$ cat config.mk
export PLATFORM = sky130hd
export DESIGN_NAME = fetch_ctrl
export DESIGN_NICKNAME = d
export VERILOG_FILES = /design/src/rtl/fetch_ctrl_pkg.sv /design/src/rtl/fetch_ctrl_buf.sv /design/src/rtl/fetch_ctrl.sv
export SDC_FILE = /design/constraint.sdc
export NUM_CORES = 1
export LEC_CHECK = 0
export BUFFER_PORTS_ARGS = -buffer_cell sky130_fd_sc_hd__buf_4
export CAP_MARGIN = 20
export CORE_MARGIN = 4
export CORE_UTILIZATION = 30
export CTS_CLUSTER_SIZE = 20
export DETAILED_ROUTE_END_ITERATION = 12
export GPL_TIMING_DRIVEN = 0
export PLACE_DENSITY_LB_ADDON = 0.05
export SLEW_MARGIN = 20
export SYNTH_ARGS = -nofsm -noshare
export SYNTH_HDL_FRONTEND = slang
export SYNTH_HIERARCHICAL = 1
export SYNTH_SLANG_ARGS = --single-unit
$ cat constraint.sdc
create_clock -name clk -period 7.95 [get_ports clk]
set_input_delay 0.3975 -clock clk [delete_from_list [all_inputs] [get_ports clk]]
set_output_delay 0.3975 -clock clk [all_outputs]
set_load 0.005 [all_outputs]
$ cat src/rtl/fetch_ctrl_pkg.sv
// -----------------------------------------------------------------------------
// fetch_ctrl_pkg
// Shared definitions for the instruction fetch controller:
//   - default address / instruction widths
//   - default first fetch address after reset
//   - fetch FSM state encoding
// -----------------------------------------------------------------------------
package fetch_ctrl_pkg;

   localparam int          FC_ADDR_W   = 32;
   localparam int          FC_DATA_W   = 32;
   localparam logic [31:0] FC_RESET_PC = 32'h0000_0000;

   // S_REQ and S_CANCEL are the only states with a live memory request
   typedef enum logic [1:0] {
      S_BOOT   = 2'd0,
      S_REQ    = 2'd1,
      S_IDLE   = 2'd2,
      S_CANCEL = 2'd3
   } fetch_state_t;

endpackage : fetch_ctrl_pkg

$ cat src/rtl/fetch_ctrl_buf.sv
// -----------------------------------------------------------------------------
// fetch_buf
// Two-entry prefetch FIFO of {pc, inst} pairs feeding decode.
// Entry 0 is always the head, so the head outputs come straight from flops.
// Ports:
//   clk, rst             clock, synchronous active-high reset
//   i_push, i_push_pc,   write a new {pc, inst} pair
//   i_push_inst
//   i_pop                consume the head (ignored when empty)
//   i_flush              discard every entry; wins over push and pop
//   o_head_pc/o_head_inst head entry
//   o_valid              queue not empty
//   o_count              number of occupied entries (0..2)
// -----------------------------------------------------------------------------
module fetch_buf
   import fetch_ctrl_pkg::*;
#(
   parameter int AW = FC_ADDR_W,
   parameter int DW = FC_DATA_W
) (
   input  logic          clk,
   input  logic          rst,
   input  logic          i_push,
   input  logic [AW-1:0] i_push_pc,
   input  logic [DW-1:0] i_push_inst,
   input  logic          i_pop,
   input  logic          i_flush,
   output logic [AW-1:0] o_head_pc,
   output logic [DW-1:0] o_head_inst,
   output logic          o_valid,
   output logic [1:0]    o_count
);

   logic [AW-1:0] r_pc0;
   logic [DW-1:0] r_inst0;
   logic [AW-1:0] r_pc1;
   logic [DW-1:0] r_inst1;
   logic [1:0]    r_count;
   logic          w_pop_ok;

   // Qualify pop so an empty queue can never underflow
   always_comb begin
      w_pop_ok = 1'b0;
      if (r_count != 2'd0) begin
         w_pop_ok = i_pop;
      end else begin
         w_pop_ok = 1'b0;
      end
   end

   // Entry storage and occupancy; head lives in entry 0
   always_ff @(posedge clk) begin
      if (rst) begin
         r_pc0   <= {AW{1'b0}};
         r_inst0 <= {DW{1'b0}};
         r_pc1   <= {AW{1'b0}};
         r_inst1 <= {DW{1'b0}};
         r_count <= 2'd0;
      end else if (i_flush) begin
         r_count <= 2'd0;
      end else begin
         case ({i_push, w_pop_ok})
            2'b10: begin
               if (r_count == 2'd0) begin
                  r_pc0   <= i_push_pc;
                  r_inst0 <= i_push_inst;
                  r_count <= 2'd1;
               end else if (r_count == 2'd1) begin
                  r_pc1   <= i_push_pc;
                  r_inst1 <= i_push_inst;
                  r_count <= 2'd2;
               end else begin
                  // full: the controller never pushes here, drop it
                  r_count <= r_count;
               end
            end
            2'b01: begin
               r_pc0   <= r_pc1;
               r_inst0 <= r_inst1;
               r_count <= r_count - 2'd1;
            end
            2'b11: begin
               // occupancy unchanged; new entry lands behind whatever remains
               if (r_count == 2'd1) begin
                  r_pc0   <= i_push_pc;
                  r_inst0 <= i_push_inst;
               end else begin
                  r_pc0   <= r_pc1;
                  r_inst0 <= r_inst1;
                  r_pc1   <= i_push_pc;
                  r_inst1 <= i_push_inst;
               end
            end
            default: begin
               r_count <= r_count;
            end
         endcase
      end
   end

   assign o_head_pc   = r_pc0;
   assign o_head_inst = r_inst0;
   assign o_valid     = (r_count != 2'd0);
   assign o_count     = r_count;

endmodule : fetch_buf

$ cat src/rtl/fetch_ctrl.sv
// -----------------------------------------------------------------------------
// fetch_ctrl
// Instruction fetch sequencer. Owns the PC, issues one-outstanding req/ack
// reads to instruction memory, buffers responses in a 2-entry prefetch queue
// and presents the head to decode. Handles decode stalls and branch
// redirects, discarding the in-flight response that a redirect makes stale.
// Ports:
//   clk, rst          clock, synchronous active-high reset
//   stall_i           decode cannot take the head this cycle
//   branch_i          1-cycle redirect pulse, target in branch_target_i
//   branch_target_i   redirect address (low two bits ignored)
//   mem_req_o         read request (registered)
//   mem_addr_o        read address (registered, held until ack)
//   mem_ack_i         transfer completes on an edge with req & ack
//   mem_data_i        read data, valid with mem_ack_i
//   inst_o, pc_o      head-of-queue instruction and its PC
//   inst_valid_o      queue not empty; popped when inst_valid_o & !stall_i
// -----------------------------------------------------------------------------
module fetch_ctrl
   import fetch_ctrl_pkg::*;
#(
   parameter int              ADDR_W   = FC_ADDR_W,
   parameter int              DATA_W   = FC_DATA_W,
   parameter logic [ADDR_W-1:0] RESET_PC = ADDR_W'(FC_RESET_PC)
) (
   input  logic              clk,
   input  logic              rst,
   input  logic              stall_i,
   input  logic              branch_i,
   input  logic [ADDR_W-1:0] branch_target_i,
   output logic              mem_req_o,
   output logic [ADDR_W-1:0] mem_addr_o,
   input  logic              mem_ack_i,
   input  logic [DATA_W-1:0] mem_data_i,
   output logic [DATA_W-1:0] inst_o,
   output logic [ADDR_W-1:0] pc_o,
   output logic              inst_valid_o
);

   // Next sequential PC; wraps silently at the top of the address space
   function automatic logic [ADDR_W-1:0] pc_plus4(input logic [ADDR_W-1:0] pc);
      return pc + {{(ADDR_W-3){1'b0}}, 3'b100};
   endfunction

   fetch_state_t      r_state;
   logic              r_mem_req;
   logic [ADDR_W-1:0] r_addr;
   logic [ADDR_W-1:0] r_fetch_pc;

   logic [ADDR_W-1:0] w_target;
   logic [ADDR_W-1:0] w_redirect_pc;
   logic              w_push;
   logic              w_pop;
   logic              w_flush;
   logic              w_valid;
   logic [1:0]        w_count;
   logic [1:0]        w_count_next;

   // Word-align the redirect target
   assign w_target = branch_target_i & ~{{(ADDR_W-2){1'b0}}, 2'b11};

   // Queue control: push only a non-stale response, flush on any redirect
   always_comb begin
      w_push        = 1'b0;
      w_flush       = 1'b0;
      w_pop         = w_valid & ~stall_i;
      w_redirect_pc = r_fetch_pc;
      if (r_state == S_BOOT) begin
         w_push  = 1'b0;
         w_flush = 1'b0;
      end else begin
         w_push  = (r_state == S_REQ) & mem_ack_i & ~branch_i;
         w_flush = branch_i;
      end
      // latest branch wins when a cancelled response returns the same cycle
      if (branch_i) begin
         w_redirect_pc = w_target;
      end else begin
         w_redirect_pc = r_fetch_pc;
      end
      w_count_next = w_count + {1'b0, w_push} - {1'b0, w_pop};
   end

   // Fetch FSM: state, request, request address and next fetch PC
   always_ff @(posedge clk) begin
      if (rst) begin
         r_state    <= S_BOOT;
         r_mem_req  <= 1'b0;
         r_addr     <= RESET_PC;
         r_fetch_pc <= RESET_PC;
      end else begin
         case (r_state)
            S_BOOT: begin
               r_state    <= S_REQ;
               r_mem_req  <= 1'b1;
               r_addr     <= RESET_PC;
               r_fetch_pc <= RESET_PC;
            end
            S_REQ: begin
               if (branch_i && mem_ack_i) begin
                  // response is stale; restart immediately at the target
                  r_addr     <= w_target;
                  r_fetch_pc <= w_target;
               end else if (branch_i) begin
                  // request must stay up unchanged until its ack arrives
                  r_fetch_pc <= w_target;
                  r_state    <= S_CANCEL;
               end else if (mem_ack_i) begin
                  r_fetch_pc <= pc_plus4(r_addr);
                  if (w_count_next < 2'd2) begin
                     r_addr <= pc_plus4(r_addr);
                  end else begin
                     r_state   <= S_IDLE;
                     r_mem_req <= 1'b0;
                  end
               end else begin
                  r_state <= S_REQ;
               end
            end
            S_IDLE: begin
               if (branch_i) begin
                  r_addr     <= w_target;
                  r_fetch_pc <= w_target;
                  r_state    <= S_REQ;
                  r_mem_req  <= 1'b1;
               end else if (w_pop) begin
                  r_addr    <= r_fetch_pc;
                  r_state   <= S_REQ;
                  r_mem_req <= 1'b1;
               end else begin
                  r_state <= S_IDLE;
               end
            end
            S_CANCEL: begin
               if (mem_ack_i) begin
                  r_addr     <= w_redirect_pc;
                  r_fetch_pc <= w_redirect_pc;
                  r_state    <= S_REQ;
               end else if (branch_i) begin
                  r_fetch_pc <= w_target;
               end else begin
                  r_state <= S_CANCEL;
               end
            end
            default: begin
               r_state   <= S_BOOT;
               r_mem_req <= 1'b0;
            end
         endcase
      end
   end

   fetch_buf #(
      .AW (ADDR_W),
      .DW (DATA_W)
   ) u_buf (
      .clk         (clk),
      .rst         (rst),
      .i_push      (w_push),
      .i_push_pc   (r_addr),
      .i_push_inst (mem_data_i),
      .i_pop       (w_pop),
      .i_flush     (w_flush),
      .o_head_pc   (pc_o),
      .o_head_inst (inst_o),
      .o_valid     (w_valid),
      .o_count     (w_count)
   );

   assign mem_req_o    = r_mem_req;
   assign mem_addr_o   = r_addr;
   assign inst_valid_o = w_valid;

endmodule : fetch_ctrl
# Word-level counts from Yosys, hierarchy flattened

Index checks and enable logic that the tools add are counted.

Bits in writable memories: 0
Memories kept: 0
ROM bits: 0
Word-level logic and storage cells: 106
Output and inout port bits: 98
Input bits: 69
Register bits: 197
Bits in latches: 0

Multiplexer cells: 47
Reductions and logical operators: 16
Equal/unequal tests: 23
Add/sub/neg operators: 4
Bitwise gates (word level): 6
Shift operators: 0
Order comparisons: 1
Multipliers: 0
Div/mod/pow operators: 0

Operator list:

| operator                                               | count |
|---|---|
| 2-to-1 mux 32 bit                                      | 19 |
| one-hot mux 32 bit (3 select lines)                    | 3 |
| one-hot mux 32 bit (2 select lines)                    | 2 |
| one-hot mux 32 bit (4 select lines)                    | 1 |
| adder 32 x 3 -> 32 bit (second input constant)         | 1 |
| 2-to-1 mux 2 bit                                       | 10 |
| inequality test 2 bit (second input constant)          | 7 |
| 2-to-1 mux 1 bit                                       | 9 |
| inequality test 3 x 2 -> 1 bit (second input constant) | 3 |
| equality test 2 bit (second input constant)            | 4 |
| one-hot mux 2 bit (4 select lines)                     | 1 |
| equality test 2 x 1 -> 1 bit (second input constant)   | 3 |
| inequality test 3 x 1 -> 1 bit (second input constant) | 2 |
| AND reduction 3 bit                                    | 2 |
| AND reduction 6 bit                                    | 1 |
| nonzero test 2 bit                                     | 3 |
| nonzero test 3 bit                                     | 2 |
| AND reduction 5 bit                                    | 1 |
| logical NOT 2 bit                                      | 2 |
| inequality test 4 x 3 -> 1 bit (second input constant) | 1 |
| inequality test 4 bit (second input constant)          | 1 |
| one-hot mux 2 bit (2 select lines)                     | 1 |
| AND reduction 4 bit                                    | 1 |
| OR reduction 2 bit                                     | 2 |
| other kinds (11)                                       | 15 |

# Logic depth before layout (Yosys ltp)

Depth in word-level cells: 12
Mapped depth: 12
Mapped depth without buffers: 11

# Hierarchy

Netlist, hierarchy kept.

By module, submodules not included:

| module     | sequential area each (um2) | cells each | area an instance (um2) | instances |
|---|---|---|---|---|
| fetch_buf  | 2602.5                     | 536        | 5007.3                 | 1 |
| fetch_ctrl | 1341.3                     | 572        | 4461.8                 | 1 |

# Worst setup path before layout

No wires, ideal clock.

Kind: reg-to-reg
From: reg u_buf.r_count[0] (netlist: u_buf/o_count[0])
To: reg r_addr[10] (netlist: mem_addr_o[10])
Path buffers: 2
Period minus slack after synthesis: 2.882 ns
Slack: 5.068 ns
Cell stages (with the launch flop): 13
Data arrival time: 2.746 ns
Library setup time: 0.137 ns
Required time: 7.813 ns
Cell sequence: dfxtp_1 > inv_1 > ha_1 > inv_1 > nand2b_1 > inv_1 > ha_1 > xor2_1 > xnor2_1 > a21oi_1 > clkbuf_1 > buf_1 > a31oi_1

Word-level cells in the longest chain between the ends: 6
Elaborated cells on any way between the ends: 8
Those cells by class: add/sub (2); order compare (1); eq/ne (2); bitwise (1); reduce/logical (2)

RTL lines:

| item                                     | RTL line              | RTL |
|---|---|---|
| from (decl)                              | fetch_ctrl_buf.sv:38  | `logic [1:0] r_count;` |
| from (signal assigned)                   | fetch_ctrl_buf.sv:74  | `r_count <= r_count;` |
| from (signal assigned)                   | fetch_ctrl_buf.sv:80  | `r_count <= r_count - 2'd1;` |
| from (signal assigned)                   | fetch_ctrl_buf.sv:95  | `r_count <= r_count;` |
| nonzero test 2 bit *                     | fetch_ctrl_buf.sv:103 | `assign o_valid = (r_count != 2'd0);` |
| net inst_valid_o                         | fetch_ctrl.sv:37      | `output logic inst_valid_o` |
| AND 1 bit *                              | fetch_ctrl.sv:66      | `w_pop = w_valid & ~stall_i;` |
| net w_pop                                | fetch_ctrl.sv:53      | `logic w_pop;` |
| subtractor 2 x 1 -> 2 bit                | fetch_ctrl.sv:81      | `w_count_next = w_count + {1'b0, w_push} - {1'b0, w_pop};` |
| < comparator 2 bit                       | fetch_ctrl.sv:110     | `if (w_count_next < 2'd2) begin` |
| inequality test 3 x 1 -> 1 bit (no line) | n/a                   |  |
| AND reduction 5 bit (no line) *          | n/a                   |  |
| to (signal assigned)                     | fetch_ctrl.sv:111     | `r_addr <= pc_plus4(r_addr);` |
| to (signal assigned)                     | fetch_ctrl.sv:122     | `r_addr <= w_target;` |
| to (signal assigned)                     | fetch_ctrl.sv:127     | `r_addr <= r_fetch_pc;` |
| to (decl)                                | fetch_ctrl.sv:47      | `logic [ADDR_W-1:0] r_addr;` |

The timed path passes the listed nets; every way through them passes the cells marked *.
A chain may end at the register's enable or synchronous reset.

# Worst setup path in the final report

From: reg u_buf.r_count[0] (netlist: u_buf/o_count[0])
To: reg r_addr[16] (netlist: mem_addr_o[16])

Word-level cells in the longest chain between the ends: 6
Elaborated cells on any way between the ends: 8
Those cells by class: add/sub (2); order compare (1); eq/ne (2); bitwise (1); reduce/logical (2)

RTL lines:

| item                                     | RTL line |
|---|---|
| nonzero test 2 bit *                     | fetch_ctrl_buf.sv:103 |
| AND 1 bit *                              | fetch_ctrl.sv:66 |
| net w_pop                                | fetch_ctrl.sv:53 |
| subtractor 2 x 1 -> 2 bit                | fetch_ctrl.sv:81 |
| < comparator 2 bit                       | fetch_ctrl.sv:110 |
| inequality test 3 x 1 -> 1 bit (no line) | n/a |
| AND reduction 5 bit (no line) *          | n/a |

Marked as above.

==> flow_summary.ini <==
[outcome]
status = complete, no violations

[routing]
via_per_inst = 5.40
via_count = 9168
firstDrtPassIters = 6
routed_wirelength_mm = 35.7
drtAntennaViolNets = 0
wl_per_cell_um = 21.0
post-route-drc-count = 0
drtIter0Drc = 739

[worst_setup_path]
endpoint_kind = register
reg2reg_depth = 12
critPathRequiredTime_ns = 8.24
startpoint = u_buf/o_count[0]
start_kind = register
crit_fanout = 13
crit_end = mem_addr_o[16]
reg2reg_to = mem_addr_o[16]
r2r_slack_ns = 3.81
path_class = register to register
r2r_start = u_buf/o_count[0]
arrival_ns = 4.43

[placement]
post-place-ws_ns = 3.84
dp_hpwl_mm = 25.7
portBuffers = 163
place_congestion = 0.838

[clocking]
cts_max_level = 4
insertion_delay_ns = 0.45
cts.path.max_buffers = 2
clkTransAtPathRegs_ns = 0.09
cts_setup_buffers = 0
clock-sinks = 197
cts_resized = 0
hold_buffers = 0
cts_tree = yes
clock-root-buffer = clkbuf_16
cts_buffers = 17

[run]
cap_violations = 0

[synth]
synth_mux_area_frac = 0.0941
synth_top_area_share = 0.416
synth_edf_count = 0
ys_ff_latch = 197
synthAdderAreaFrac = 0.00661
synthCells = 1108
synth_most_common_cell = dfxtp_1
syn_nets = 1182
syn_area_um2 = 9470
synth.distinct_cells = 69
syn-mean-instance-area_um2 = 8.55
yosys_warnings = 6
synthFlopType = dfxtp_1
synth_xor_area_frac = 0.0268
synthArstFlopShare = 0
synth_top_cell_by_area = dfxtp_1
synth-simple-area-share = 0.163
synth_common_cells = dfxtp_1, nand2_1, a21oi_1
ys_top_cells_by_area = dfxtp_1, mux2i_1, nand2_1
synth_compound_area_frac = 0.252
synth_seq_area_share = 0.416
synth_top_family_by_area = compound AO/OA/AOI/OAI gates

[pwr]
ir_worst_vdd_mv = 0.144
power.total_mw = 2.30
p_leak_nw = 4.69
power.density_nw_per_um2 = 194

[sta]
setup_violations = 0
fin_ws_ns = 3.81
final-max-slew-violation-count = 0
slew_headroom = 0.418
grt_setup_unrepaired = no
worstMarginPinSlew_ns = 0.870
fin_crit_sh = 0.521
fin_crit_ns = 4.14
max_clock_freq_mhz = 241
fin_setup_tns_ns = 0
clock_skew_ns = 0.0159
report.final.hold_viol_count = 0

[grt]
first_global_vias = 8742
grt_use_met3 = 0.0283
grt_max_degree = 23
busiest_layer = met2
met1_usage = 0.269
gr-usage-all-layers = 0.199
grt_pass1_wl_mm = 52.8
grt_use_met2 = 0.335
globalRoute.totalOverflow = 0
grt_antenna_before_repair = 0

[floorplanning]
die_w_um = 186
start_util = 0.307
die_area_um2 = 34500
row_count = 64
fp.dieH_um = 186
ios = 167
core_um2 = 30800

[final_layout]
final_util = 0.384
drive_gt1_frac = 0.187
nets = 1364
num_antenna_cells = 0
area_growth_pct = 25.0

[worst_hold_path]
hold_path.class = input port to register
min_delay_path_depth = 3
cell families (layout without fill, tap and decap cells):
family / Yosys count / count (layout)
AO/OA/AOI/OAI: 352 / 352
AND/OR/NAND/NOR: 340 / 340
adder cells (fa/ha/maj): 5 / 5
XOR/XNOR: 29 / 29
flip-flops: 197 / 197
multiplexers: 87 / 87
buffers and inverters: 98 / 293
layout make-up:
class | count | area (um2)
repair buffers | 163 | 1220
fillers | 3168 | 19000
inverters | 14 | 52.6
well taps | 396 | 495
clock buffers | 17 | 425
flip-flops and latches | 197 | 3940
multi-input cells | 813 | 5140
clock inverters | 15 | 218
plain buffers | 84 | 339
worst min-delay path by stage:
| stage | end | slack (ns) | start |
|---|---|---|---|
| detailed placement | u_buf/r_pc1[6] | 0.45 | u_buf/r_pc1[6] |
| global route | u_buf/r_inst1[3] | 0.18 | mem_data_i[3] |
| CTS | u_buf/r_inst1[1] | 0.18 | mem_data_i[1] |
| global placement | u_buf/r_inst1[26] | 0.44 | u_buf/r_inst1[26] |
| floorplan | u_buf/r_inst1[0] | 0.44 | u_buf/r_inst1[0] |
| finish | u_buf/r_inst1[25] | 0.20 | mem_data_i[25] |
registers in the layout (all words and copies together), names as in the netlist:
name and cells:
r_fetch_pc 32, mem_req_o 1, u_buf/r_pc1 32, mem_addr_o 32, r_state 2, u_buf/o_head_inst 32, u_buf/r_inst1 32, u_buf/o_head_pc 32
u_buf/o_count 2
worst max-delay path, cell delays in order (launching register included):
cell      delay, ns
dfxtp_1        0.43
inv_1          0.08
ha_1           0.26
inv_1          0.13
nand2b_1       0.16
inv_1          0.36
ha_1           0.23
xor2_1         0.34
xnor2_1        0.23
a21oi_1        0.46
clkbuf_1       0.62
buf_1          0.50
a31oi_1        0.19
per-stage QoR:
stage	instances	cell area (um2)	hold slack, ns
CTS	1699	11800	0.181
detailed placement	1667	11200	0.446
floorplan	1108	9470	0.436
global route	1699	11800	0.184
global placement	1667	11200	0.441
finish	1699	11800	0.197
power breakdown:
part	switching [mW]	leakage, nW	internal [mW]
Sequential	0.0461	1.60	1.01
Clock	0.483	0.312	0.469
Combinational	0.166	2.78	0.116
Total	0.695	4.69	1.60
cells in the final DEF (no fill, tap or decap), types with 5 or more instances in the layout:
| cell | netlist | final |
|---|---|---|
| dfxtp_1 | 197 | 197 |
| nand2_1 | 182 | 182 |
| buf_4 | 1 | 164 |
| a21oi_1 | 101 | 101 |
| mux2i_1 | 71 | 71 |
| o2bb2ai_1 | 67 | 67 |
| nor2_1 | 66 | 66 |
| clkbuf_1 | 64 | 64 |
| o21ai_0 | 56 | 56 |
| clkbuf_16 | 0 | 17 |
| mux2_2 | 16 | 16 |
| buf_2 | 16 | 16 |
| nand4_1 | 15 | 15 |
| nand3_1 | 15 | 15 |
| xor2_1 | 15 | 15 |
| o22ai_1 | 15 | 15 |
| xnor2_1 | 14 | 14 |
| a31oi_1 | 14 | 14 |
| a211oi_1 | 13 | 13 |
| inv_1 | 12 | 12 |
| nor3_1 | 10 | 10 |
| nand2b_1 | 9 | 9 |
| a21o_1 | 9 | 9 |
| a311oi_1 | 9 | 9 |
| nor2b_1 | 8 | 8 |
| o221ai_1 | 7 | 7 |
| a211o_1 | 7 | 7 |
| o31ai_1 | 6 | 6 |
| and4_1 | 6 | 6 |
| ha_1 | 5 | 5 |
| inv_8 | 0 | 5 |
per-layer routing:
layer / share of wire / vias up
met5: 0 / -
met4: 0.020 / 0
met3: 0.054 / 57
met2: 0.47 / 315
met1: 0.46 / 4380
li1: - / 4416
No activity file was read; power rests on OpenSTA's default activity.
